File: src/rtl/mem_arb_pkg.sv
// Shared types and helpers for the two-port memory arbiter.
package mem_arb_pkg;

    typedef enum logic {
        ARB_IDLE = 1'b0,
        ARB_WAIT = 1'b1
    } arb_state_t;

    typedef enum logic {
        OWN_IF = 1'b0,
        OWN_LS = 1'b1
    } arb_owner_t;

    // Bits needed to hold values 0..max_val.
    function automatic int ctr_width(input int max_val);
        return (max_val < 1) ? 1 : $clog2(max_val + 1);
    endfunction

endpackage

File: src/rtl/mem_arb_starve_ctr.sv
// Starvation counter for the IF port plus the LS-first priority select.
module mem_arb_starve_ctr
    import mem_arb_pkg::*;
#(
    parameter int STARVE_LIMIT = 3
) (
    input  logic clk,
    input  logic reset,
    input  logic if_req,
    input  logic ls_req,
    input  logic if_ready,
    input  logic idle,
    output logic grant_if,
    output logic grant_ls
);

    localparam int CNT_W = ctr_width(STARVE_LIMIT);
    localparam logic [CNT_W-1:0] LIMIT = CNT_W'(STARVE_LIMIT);

    logic [CNT_W-1:0] starve_cnt;
    logic             at_limit;

    assign at_limit = (starve_cnt == LIMIT);

    // Waiting cycles include ARB_WAIT, so a long LS read stream still ages IF.
    always_ff @(posedge clk or posedge reset) begin
        if (reset) begin
            starve_cnt <= '0;
        end else if (if_ready) begin
            starve_cnt <= '0;
        end else if (if_req && !at_limit) begin
            starve_cnt <= starve_cnt + CNT_W'(1);
        end
    end

    assign grant_ls = idle && ls_req && !(if_req && at_limit);
    assign grant_if = idle && if_req && !grant_ls;

endmodule

File: src/rtl/mem_arbiter.sv
// Arbitrates a single-port synchronous memory between instruction fetch
// (read-only) and load/store (read/write), sequencing read latency.
module mem_arbiter
    import mem_arb_pkg::*;
#(
    parameter int ADDR_WIDTH   = 16,
    parameter int DATA_WIDTH   = 16,
    parameter int READ_LATENCY = 1,
    parameter int STARVE_LIMIT = 3
) (
    input  logic                  clk,
    input  logic                  reset,
    input  logic                  if_req,
    input  logic [ADDR_WIDTH-1:0] if_addr,
    output logic                  if_ready,
    output logic                  if_rvalid,
    output logic [DATA_WIDTH-1:0] if_rdata,
    input  logic                  ls_req,
    input  logic                  ls_we,
    input  logic [ADDR_WIDTH-1:0] ls_addr,
    input  logic [DATA_WIDTH-1:0] ls_wdata,
    output logic                  ls_ready,
    output logic                  ls_rvalid,
    output logic [DATA_WIDTH-1:0] ls_rdata,
    output logic [ADDR_WIDTH-1:0] mem_addr,
    output logic [DATA_WIDTH-1:0] mem_data,
    output logic                  mem_we,
    input  logic [DATA_WIDTH-1:0] mem_q
);

    localparam int LAT_W = ctr_width(READ_LATENCY);
    localparam logic [LAT_W-1:0] LAT_LAST = LAT_W'(READ_LATENCY);

    arb_state_t            state;
    arb_owner_t            owner;
    logic [LAT_W-1:0]      lat_cnt;
    logic [ADDR_WIDTH-1:0] addr_q;

    logic idle;
    logic grant_if;
    logic grant_ls;
    logic read_accept;
    logic read_done;

    assign idle        = (state == ARB_IDLE);
    assign read_accept = grant_if || (grant_ls && !ls_we);
    assign read_done   = (state == ARB_WAIT) && (lat_cnt == LAT_LAST);

    mem_arb_starve_ctr #(
        .STARVE_LIMIT(STARVE_LIMIT)
    ) u_starve (
        .clk     (clk),
        .reset   (reset),
        .if_req  (if_req),
        .ls_req  (ls_req),
        .if_ready(if_ready),
        .idle    (idle),
        .grant_if(grant_if),
        .grant_ls(grant_ls)
    );

    // lat_cnt runs 1..READ_LATENCY across ARB_WAIT; data returns on the last count.
    always_ff @(posedge clk or posedge reset) begin
        if (reset) begin
            state   <= ARB_IDLE;
            owner   <= OWN_IF;
            lat_cnt <= '0;
            addr_q  <= '0;
        end else begin
            case (state)
                ARB_IDLE: begin
                    if (read_accept) begin
                        state   <= ARB_WAIT;
                        owner   <= grant_ls ? OWN_LS : OWN_IF;
                        addr_q  <= grant_ls ? ls_addr : if_addr;
                        lat_cnt <= LAT_W'(1);
                    end
                end
                ARB_WAIT: begin
                    if (lat_cnt == LAT_LAST) begin
                        state   <= ARB_IDLE;
                        lat_cnt <= '0;
                    end else begin
                        lat_cnt <= lat_cnt + LAT_W'(1);
                    end
                end
                default: state <= ARB_IDLE;
            endcase
        end
    end

    always_comb begin
        if_ready  = 1'b0;
        ls_ready  = 1'b0;
        if_rvalid = 1'b0;
        ls_rvalid = 1'b0;
        if_rdata  = '0;
        ls_rdata  = '0;
        mem_addr  = '0;
        mem_data  = '0;
        mem_we    = 1'b0;
        if (!reset) begin
            if_ready = grant_if;
            ls_ready = grant_ls;
            mem_we   = grant_ls && ls_we;
            if (mem_we) begin
                mem_data = ls_wdata;
            end
            if (state == ARB_WAIT) begin
                mem_addr = addr_q;
            end else if (grant_ls) begin
                mem_addr = ls_addr;
            end else if (grant_if) begin
                mem_addr = if_addr;
            end
            if_rvalid = read_done && (owner == OWN_IF);
            ls_rvalid = read_done && (owner == OWN_LS);
            if (if_rvalid) begin
                if_rdata = mem_q;
            end
            if (ls_rvalid) begin
                ls_rdata = mem_q;
            end
        end
    end

endmodule

File: config.mk
export PLATFORM = sky130hd
export DESIGN_NAME = mem_arbiter
export DESIGN_NICKNAME = d
export VERILOG_FILES = /design/src/rtl/mem_arb_pkg.sv /design/src/rtl/mem_arb_starve_ctr.sv /design/src/rtl/mem_arbiter.sv
export SDC_FILE = /design/constraint.sdc
export NUM_CORES = 1
export LEC_CHECK = 0
export CORE_UTILIZATION = 31
export DETAILED_ROUTE_END_ITERATION = 8
export HOLD_SLACK_MARGIN = 0.08
export PLACE_DENSITY = 0.79
export SLEW_MARGIN = 0
export SYNTH_ARGS = -nofsm -noshare
export SYNTH_HDL_FRONTEND = slang
export SYNTH_SLANG_ARGS = --single-unit
export TNS_END_PERCENT = 10
File: constraint.sdc
create_clock -name clk -period 1.9 [get_ports clk]
set_input_delay 0.285 -clock clk [delete_from_list [all_inputs] [get_ports clk]]
set_output_delay 0.285 -clock clk [all_outputs]
set_load 0.02 [all_outputs]
# Yosys cells after proc, flatten, opt, wreduce, memory -nomap -nowiden
# Index checks and enable logic that the tools add are counted.
# totals
register_bits	21
input_bits	69
output_inout_bits	69
# op_classes
addsub	2
eq_ne	2
mux	25
bitwise	2
reduce_logical	18
# op_table
cell	n
$mux W16	11
$logic_and A1 B1 Y1	11
$mux W1	10
$logic_not A1 Y1	4
$mux W2	2
$pmux W1 S2	2
$add A2 B1 Y2 const B	1
$eq A2 B2 Y1 const B	1
$ne A2 B2 Y1 const B	1
$not A1 Y1	2
$reduce_and A2 Y1	1
$reduce_bool A2 Y1	1
$add A1 B1 Y1 const B	1
$logic_or A1 B1 Y1	1

# Longest topological paths before layout
# Gate-level depths: netlist of the first run.
# depth
ltp_word	10
ltp_mapped	7

# By module
# Synthesis of the first run repeated with hierarchy kept, for this count alone.
# hier_totals
cells_unflattened	195
hier_area_um2	1840.5
# by_module_without_submodules
mod	instances	cells_each	area_each_um2
mem_arbiter	1	179	1696.6
mem_arb_starve_ctr	1	16	143.9

# Least setup slack after synthesis of the first run
# OpenSTA, ideal clock, no wires.
# synth_timing
path_kind	reg-to-output
startpoint	register u_starve.starve_cnt[0]
endpoint	output port mem_addr[15]
arrival_ps	1838
setup_slack_ps	-223
stages_incl_launch_ff	7
n_path_buf	1
path_cell_list	dfrtp_1 -> ha_1 -> a21bo_4 -> nor2_4 -> buf_8 -> a21oi_1 -> a221oi_1
# synth_between
elab_chain_len	10
# synth_rtl
element	line	text
from (decl)	mem_arb_starve_ctr.sv:20	logic [CNT_W-1:0] starve_cnt;
from (signal assigned)	mem_arb_starve_ctr.sv:32	starve_cnt <= starve_cnt + CNT_W'(1);
$eq A2 B2 Y1 (*)	mem_arb_starve_ctr.sv:23	assign at_limit = (starve_cnt == LIMIT);
$logic_and A1 B1 Y1 (*)	mem_arb_starve_ctr.sv:36	assign grant_ls = idle && ls_req && !(if_req && at_limit);
$logic_not A1 Y1 (*)	mem_arb_starve_ctr.sv:36	
$logic_and A1 B1 Y1 (*)	mem_arb_starve_ctr.sv:36	
$logic_not A1 Y1	mem_arb_starve_ctr.sv:37	assign grant_if = idle && if_req && !grant_ls;
$logic_and A1 B1 Y1	mem_arb_starve_ctr.sv:37	
$mux W16	mem_arbiter.sv:113	end else if (grant_if) begin
$mux W16 (*)	mem_arbiter.sv:111	end else if (grant_ls) begin
$mux W16 (*)	mem_arbiter.sv:109	if (state == ARB_WAIT) begin
$mux W16 (*)	mem_arbiter.sv:102	if (!reset) begin
to (decl)	mem_arbiter.sv:25	output logic [ADDR_WIDTH-1:0] mem_addr,
# Mark *: on every way between the ends. The rest lies on a longest branch, timed or not.

# Worst setup path in the final report of the first run
# layout_timing
startpoint	register u_starve.starve_cnt[1]
endpoint	output port mem_addr[6]
# The elaborated chain is that of the path after synthesis.

==> summary by stage, run 1 <==
STA
The final count of pins violating max slew came to 0. At the pin with the least slew margin, the transition time is 288 ps. The number of endpoints with negative hold slack in the final report is 0.

The worst path setup slack after routing is -362 ps. Headroom to the max-slew limit came out at 0.806. The maximum clock frequency is 442 MHz. The final worst clock skew is 2.79 ps. Setup repair after global routing could not meet its margin everywhere. The share of the cycle needed by the critical path after routing is 1.19. The final hold slack is 523 ps. Setup violations remaining at the end of the flow were counted as 42. In the final timing run, aggregate negative setup slack is -7740 ps. The minimum clock period after layout is 2260 ps.

Route
The detailed-route vias per instance is 4.89. The total number of vias is 2177. The routed wire length is 6900 um. Dividing the detail-routed wire length by the instance count gives 15.5 um. The first-pass detailed-route iteration total is 4. The number of antenna-violating nets in the routed design is 0. In this run, the number of DRC markers left after iteration 0 of detailed routing was 67.

The remaining design rule violation count is 0.

Synthesis
The area of the mapped netlist is 1830 um2. The predominant post-synthesis flop cell is sky130_fd_sc_hd__dfrtp_1. The number of warnings reported in the yosys synthesis log is 0. The count of cell types in the netlist is 33. After synthesis, the most frequently instantiated cells are 48 x sky130_fd_sc_hd__and2_1, 21 x sky130_fd_sc_hd__dfrtp_1, 17 x sky130_fd_sc_hd__mux2i_1.

When the netlist entered floorplanning its net count stood at 271. For this run, the register share of the synthesized area comes to 0.287. The mean instance size in the synthesized netlist is 9.10 um2. Counting every instance in the synthesized netlist gives 201. The biggest area contributor in the post-synthesis netlist is sky130_fd_sc_hd__dfrtp_1.

The most frequent cell after synthesis is sky130_fd_sc_hd__and2_1. The count of state elements after synthesis is 21. The count of flip-flops with a built-in enable after synthesis is 0. In the post-synthesis netlist, the biggest area contributors are sky130_fd_sc_hd__dfrtp_1 29%, sky130_fd_sc_hd__and2_1 16%, sky130_fd_sc_hd__mux2_2 9.8%.

The proportion of netlist area held by the largest area contributor is 0.287. After synthesis, the share of flip-flops with an asynchronous set or reset is 1.00.

Finish
The number of fill cells in the layout is 461. The register area is 527 um2. In the final layout, the multi-input gates occupy 1340 um2. From synthesis to final layout, the design area changed by 109%. After routing the design area is 3820 um2. The number of antenna repair diodes is 0.

Leaving out filler cells and counting taps, the final layout contains 445. The final net count is 444. The share of layout cells above drive strength 1 is 0.461.

Placed design
Buffers placed on the I/O ports in this run total 137. The number of cells in the design after placement is 432. The last weighted congestion value of the routability-driven placer is 0.753. Timing analysis after detailed placement gives a worst setup slack of -711 ps. The HPWL after detailed placement is 5080 um.

The placed instances occupy a cell area of 3600 um2.

Status
The flow ran to the end, but the final reports show violations. The final reports fail on setup timing.

Clock tree
Buffers inserted during clock tree synthesis total 3. The number of buffers inserted for hold repair after clock tree synthesis is 0. The TritonCTS clock tree is done. CTS saw 21 sinks. The buffer type at the clock tree root is sky130_fd_sc_hd__clkbuf_8. The clock insertion delay at the later pin of the skew report is 260 ps. CTS built an H-tree with a depth of 1. The CTS clock-pin slew for the worst setup and hold paths is 80 ps. The maximum clock insertion buffer count is 2.

Floorplan
The initialized floorplan defines 27 standard-cell rows. The top-level I/O count is 138. The die extent in x is 78.8 um. The area of the die is 6210 um2. For this configuration, the core starts out at a cell density of 0.326. The core area is 5610 um2. The die is 78.8 um tall.

Global routing
The overall global routing resource usage is 0.210. The initial antenna violation count is 0. The number of global-route vias before repair is 2152.

The global-route wire length before repair is 10200 um. Entering global routing, the biggest net connects 18 pins. After global routing the overflow that remains totals 0.

Worst setup path
The type of the worst setup path is flip-flop to output port. At the worst endpoint, the arrival time is 1980 ps. The worst setup path is captured at an output port. The worst setup path is launched from a flip-flop. The cell with the biggest individual delay on the critical path is sky130_fd_sc_hd__dfrtp_1. Setup slack on the worst reg-to-reg path comes out at -160 ps. The largest stage delay on the critical path is 390 ps.

Along the worst path, the maximum fanout reaches 8. The worst path required time is 1620 ps. Traced cell by cell, the critical path runs through ha_2, a21bo_4, nor2_4, buf_12, a21oi_2, a221oi_2, buf_4.

Power
The clock network power share is 0.076. The fraction of power spent switching nets is 0.415. The sequential fraction of design power is 0.202.

The worst IR drop on VDD is 0.643 mV. Cell internal power was estimated by the tool at 2.32 mW. The power per unit of standard cell area is 1040 nW/um2. The share of total power dissipated in combinational logic is 0.722. For this design the static power due to leakage is 1.78 nW. Summed over all nets, the switching power comes to 1.65 mW.

Min path
In this run the worst hold path is classified as flip-flop to flip-flop.

Job
The number of max-cap violations is 0.
==> layer usage <==
| layer | up-vias | part of all wire | track usage |
|---|---|---|---|
| li1 | 1038 | - | - |
| met1 | 1024 | 0.36 | 0.222 |
| met2 | 98 | 0.54 | 0.405 |
| met3 | 17 | 0.076 | 0.0494 |
| met4 | 0 | 0.024 | 0.0691 |
| met5 | - | 0 | 0 |
==> layout make-up <==
cell class / instances / area share
sequential: 21 / 0.138
tap: 72 / 0.0236
timing repair buffer: 183 / 0.463
clock inverter: 1 / 0.00131
inverter: 13 / 0.0128
clock buffer: 3 / 0.0108
multi-input combinational: 152 / 0.351
==> worst max-delay path: cells and delay by family (launching register included) <==
family | cells | cell delay (ps)
flip-flops | 1 | 390
buffers and inverters | 2 | 360
AO/OA/AOI/OAI | 3 | 620
adder cells (fa/ha/maj) | 1 | 200
AND/OR/NAND/NOR | 1 | 140
==> power by group through the flow <==
stage          clock network, mW  logic, mW  registers, mW
2_1_floorplan                  0       1.52          0.770
5_1_grt                    0.320       3.04          0.822
6_report                   0.302       2.87          0.803
3_3_place_gp                   0       2.48          0.789
4_1_cts                    0.300       2.63          0.793
3_5_place_dp                   0       2.54          0.793
==> sequential cells by signal, summed over array words and instances, names as in the netlist <==
signal / flops
addr_q: 16
u_starve.starve_cnt: 2
lat_cnt: 1
owner: 1
state: 1
==> cells in the final DEF, fill, tap and decap left out, types with 2 or more instances in the layout <==
cell                              synthesis  layout
sky130_fd_sc_hd__mux2i_1                 17      17
sky130_fd_sc_hd__a22oi_1                  8       8
sky130_fd_sc_hd__buf_4                    3      49
sky130_fd_sc_hd__nand2_4                  0       6
sky130_fd_sc_hd__a221oi_4                 0       3
sky130_fd_sc_hd__mux2_4                   0      11
sky130_fd_sc_hd__nand2_1                 11       4
sky130_fd_sc_hd__inv_1                   13      13
sky130_fd_sc_hd__nand3_1                  8       8
sky130_fd_sc_hd__nor2_1                   4       4
sky130_fd_sc_hd__and2_4                   0       2
sky130_fd_sc_hd__and2_1                  48      46
sky130_fd_sc_hd__mux2_2                  16       5
sky130_fd_sc_hd__buf_2                    4      16
sky130_fd_sc_hd__buf_12                   1       7
sky130_fd_sc_hd__a21oi_1                 14       5
sky130_fd_sc_hd__clkbuf_8                 1       3
sky130_fd_sc_hd__clkdlybuf4s50_1          0      68
sky130_fd_sc_hd__dfrtp_1                 21      20
sky130_fd_sc_hd__a21oi_2                  4      13
sky130_fd_sc_hd__buf_6                    0      28
sky130_fd_sc_hd__clkdlybuf4s15_2          0      12
sky130_fd_sc_hd__a221oi_2                 3       5
sky130_fd_sc_hd__a21o_1                   2       2
sky130_fd_sc_hd__nor3_2                   1       2
==> final timing paths <==
| kind | start | endpoint | cells after the start |
|---|---|---|---|
| setup / recovery | u_starve.starve_cnt[1] | mem_addr[6] | 7 |
| hold / removal | addr_q[2] | addr_q[2] | 1 |
| setup reg to reg | u_starve.starve_cnt[1] | addr_q[0] | 8 |
| hold reg to reg | addr_q[2] | addr_q[2] | 1 |
| max in group asynchronous | reset | state | 6 |
| min in group asynchronous | reset | addr_q[11] | 6 |
==> per-stage QoR <==
| stage | util | total power [mW] |
|---|---|---|
| after global routing | 0.681 | 4.18 |
| after floorplan | - | 2.29 |
| final | 0.681 | 3.97 |
| after detailed placement | 0.641 | 3.33 |
| after global placement | 0.641 | 3.27 |
| after CTS | 0.655 | 3.73 |
==> kinds of logic (layout without fill, tap and decap cells) <==
logic type,count (synthesis),in the layout,share of synthesized area
DFF,21,21,0.287
adders and majority gates,1,1,0.00684
AOI/OAI and AO/OA,39,39,0.164
xor gates and xnor gates,1,1,0.00479
buffers and inverters,28,200,0.0889
muxes,33,33,0.192
and+or+nand+nor,78,78,0.256
==> what timing repair did <==
action,CTS,global route
setup buffers,5,3
setup endpoints to repair,77,83
resized for setup,322,48
gates cloned,1,1
pin swaps,5,15
(Power assumes the default switching activity.)
==> run 2: changes to the inputs <==
--- a/config.mk
+++ b/config.mk
@@ -5,10 +5,10 @@
 export SDC_FILE = /design/constraint.sdc
 export NUM_CORES = 1
 export LEC_CHECK = 0
-export CORE_UTILIZATION = 31
+export CORE_UTILIZATION = 34
 export DETAILED_ROUTE_END_ITERATION = 8
 export HOLD_SLACK_MARGIN = 0.08
-export PLACE_DENSITY = 0.79
+export PLACE_DENSITY = 0.82
 export SLEW_MARGIN = 0
 export SYNTH_ARGS = -nofsm -noshare
 export SYNTH_HDL_FRONTEND = slang
==> constraint.sdc (replaced) <==
create_clock -name clk -period 2.45 [get_ports clk]
set_input_delay 0.3675 -clock clk [delete_from_list [all_inputs] [get_ports clk]]
set_output_delay 0.3675 -clock clk [all_outputs]
set_load 0.02 [all_outputs]
==> summary by stage, run 2 (synthesis results as in run 1) <==
Status
The run finished with clean final reports.

Worst setup path
The beginning of the worst register-to-register path is u_starve.starve_cnt[0]. In this run the register-to-register setup slack is 330 ps. The arrival time reported for the critical path endpoint is 1990 ps. The cell with the biggest individual delay on the critical path is sky130_fd_sc_hd__clkdlybuf4s50_1. The type of the worst setup path is flip-flop to output port.

The largest stage delay on the critical path is 620 ps. The worst setup path is launched from a flip-flop. The capture point of the worst reg-to-reg path is addr_q[0]. Traced cell by cell, the critical path runs through nand2_1, nor3b_2, buf_4, and2_1, clkdlybuf4s50_1. The worst path required time is 2080 ps. The element type at the critical path end is an output port. Along the worst path, the maximum fanout reaches 17. The number of cell instances on the worst register-to-register path is 8.

Clock tree
The maximum level of the CTS H-tree is 1. In this run the deepest clock path goes through 2 buffers. Clock-pin slew was measured on the worst setup and hold paths at 80 ps. The clock drives 21 sinks. In this run the post-CTS setup repair buffer count came out at 0. The total of cells resized after clock tree synthesis is 81. The buffer type at the clock tree root is sky130_fd_sc_hd__clkbuf_8. The CTS buffer count is 3.

The number of buffers inserted for hold repair after clock tree synthesis is 0. The TritonCTS clock tree is done. The later pin in the worst-skew pair is clocked with a latency of 260 ps.

Global routing
Summed over all layers, the global routing overflow is 0. The first global-routing pass estimated 9230 um of wire. The initial antenna violation count is 0.

The maximum number of pins on one net before global-route repair is 18. The number of global-route vias before repair came to 1993. For this run, the total global-route usage over all layers was measured as 0.211.

STA
The maximum clock frequency is 425 MHz. Measured against its own limit, the worst slew margin works out to 0.750. The share of the cycle needed by the critical path after routing is 0.961. The final count of pins violating max slew is 0. At the pin with the least slew margin, the transition time is 375 ps. The final worst clock skew is 2.34 ps. The number of failing setup endpoints in the final timing report is 0. Setup repair after global routing left no endpoint under its margin. The number of endpoints with negative hold slack in the final report is 0. The worst path in the final design needs a cycle of 2350 ps, including I/O delays and setup.

Power
The analysis attributes to cell leakage a power of 1.55 nW. The fraction of power spent switching nets is 0.418. The cell-internal power is 1.47 mW. The final total power is 2.52 mW. IR analysis of the VDD net gives a maximum drop of 0.367 mV. The share of total power dissipated in sequential elements is 0.248.

The share of total power dissipated in combinational logic is 0.662. The clock network power share is 0.090. In this run the power density over the cells is 761 nW/um2. In this run the power spent charging and discharging nets is 1.05 mW.

Finish
Counting flops per register, the top entry is addr_q. The commonest non-fill, non-tap cell in the layout is sky130_fd_sc_hd__clkdlybuf4s50_1. The number of antenna repair diodes is 0.

Fill cells in the final layout number 502. Compared with the post-synthesis result, the final layout area differs by 80.8%. Of the cells placed in the final design, the portion with a size suffix greater than 1 is 0.269. Leaving out fill and tap cells, the most frequent cells in the layout are 95 x sky130_fd_sc_hd__clkdlybuf4s50_1, 48 x sky130_fd_sc_hd__and2_1, 28 x sky130_fd_sc_hd__buf_4.

The largest registers in the layout are addr_q (16), u_starve.starve_cnt (2). The final cell utilization of the core is 0.643. For this run, the post-layout net count is 428.

The flip-flop count of the largest register, all copies and words added is 16.

Route
In the routed layout, each cell is associated on average with a via count of 4.79. The final layout contains routed wiring with a total length of 5970 um. The met2 wire length is 3030 um. The total number of vias is 2044.

The first-pass detailed-route iteration total is 4. The violation count after the first detailed-routing iteration is 105. In this run the remaining antenna-violating nets after routing total 0. The wire length the detailed router placed on met1 is 2480 um. The remaining design rule violation count is 0.

The highest routing layer actually used is met4. The average routed wire per standard cell is 14.0 um. Summed over all nets, wire length on met3 after detailed routing comes to 370 um.

Min path
The worst hold path terminates at addr_q[4]. In this run the most critical hold path is launched from addr_q[4]. The worst hold path belongs to the class flip-flop to flip-flop. Counting instances, the worst hold path has a depth of 1.

Floorplan
The die covers 5680 um2. The initial core utilization is 0.356. The height of the die is 75.4 um.

Measured along the x axis, the die boundary spans 75.4 um. The count of standard-cell rows is 26. Pin placement for this block handled 138 I/O pins. The core area is 5140 um2.

Placed design
The HPWL after detailed placement is 4820 um. The number of port buffers is 137. The last weighted congestion value of the routability-driven placer is 0.805.

Job
The number of max-cap violations is 0.
-- run 2: worst max-delay path by stage --
| stage | from | cells past startpoint | slack (ps) | end |
|---|---|---|---|---|
| 5_1_grt | state | 5 | 2 | ls_rdata[8] |
| 3_3_place_gp | if_req | 6 | -290 | mem_addr[8] |
| 3_5_place_dp | if_req | 6 | -330 | mem_addr[6] |
| 4_1_cts | u_starve.starve_cnt[0] | 7 | -4 | mem_data[9] |
| 2_1_floorplan | u_starve.starve_cnt[0] | 6 | 240 | mem_addr[15] |
| 6_report | state | 5 | 100 | ls_rdata[1] |
-- run 2: power by group through the flow --
stage	logic, mW	clock network, mW	registers (mW)
floorplan	1.09	0	0.596
global placement	1.73	0	0.617
detailed placement	1.77	0	0.627
CTS	1.73	0.234	0.625
global route	1.81	0.248	0.646
finish	1.67	0.226	0.624
-- run 2: area by class of cell --
class                   instances  area [um2]  area share
flip-flops and latches         21         527       0.159
inverters                      13        48.8      0.0148
well taps                      70        87.6      0.0265
clock buffers                   4        45.0      0.0136
repair buffers                167        1460       0.440
multi-input cells             152        1140       0.346
-- run 2: through the flow --
stage | cell area (um2) | TNS [ps] | std cells | hold slack, ps | setup slack [ps]
3_3_place_gp | 3410 | -7920 | 423 | 493 | -287
4_1_cts | 3450 | -3.78 | 427 | 515 | -3.78
2_1_floorplan | 1830 | 0 | 201 | 482 | 244
5_1_grt | 3310 | 0 | 427 | 540 | 1.67
3_5_place_dp | 3410 | -9310 | 423 | 496 | -325
6_report | 3310 | 0 | 427 | 514 | 95.1
-- run 2: per-layer routing --
metal | global-route usage | vias up
li1 | - | 1008
met1 | 0.260 | 949
met2 | 0.381 | 79
met3 | 0.0423 | 8
met4 | 0.0453 | 0
met5 | 0 | -
-- run 2: worst max-delay path, delay by kind of cell (launching register included) --
family / cells / cell delay, ps
DFF: 1 / 470
and+or+nand+nor: 3 / 440
buffers and inverters: 2 / 830
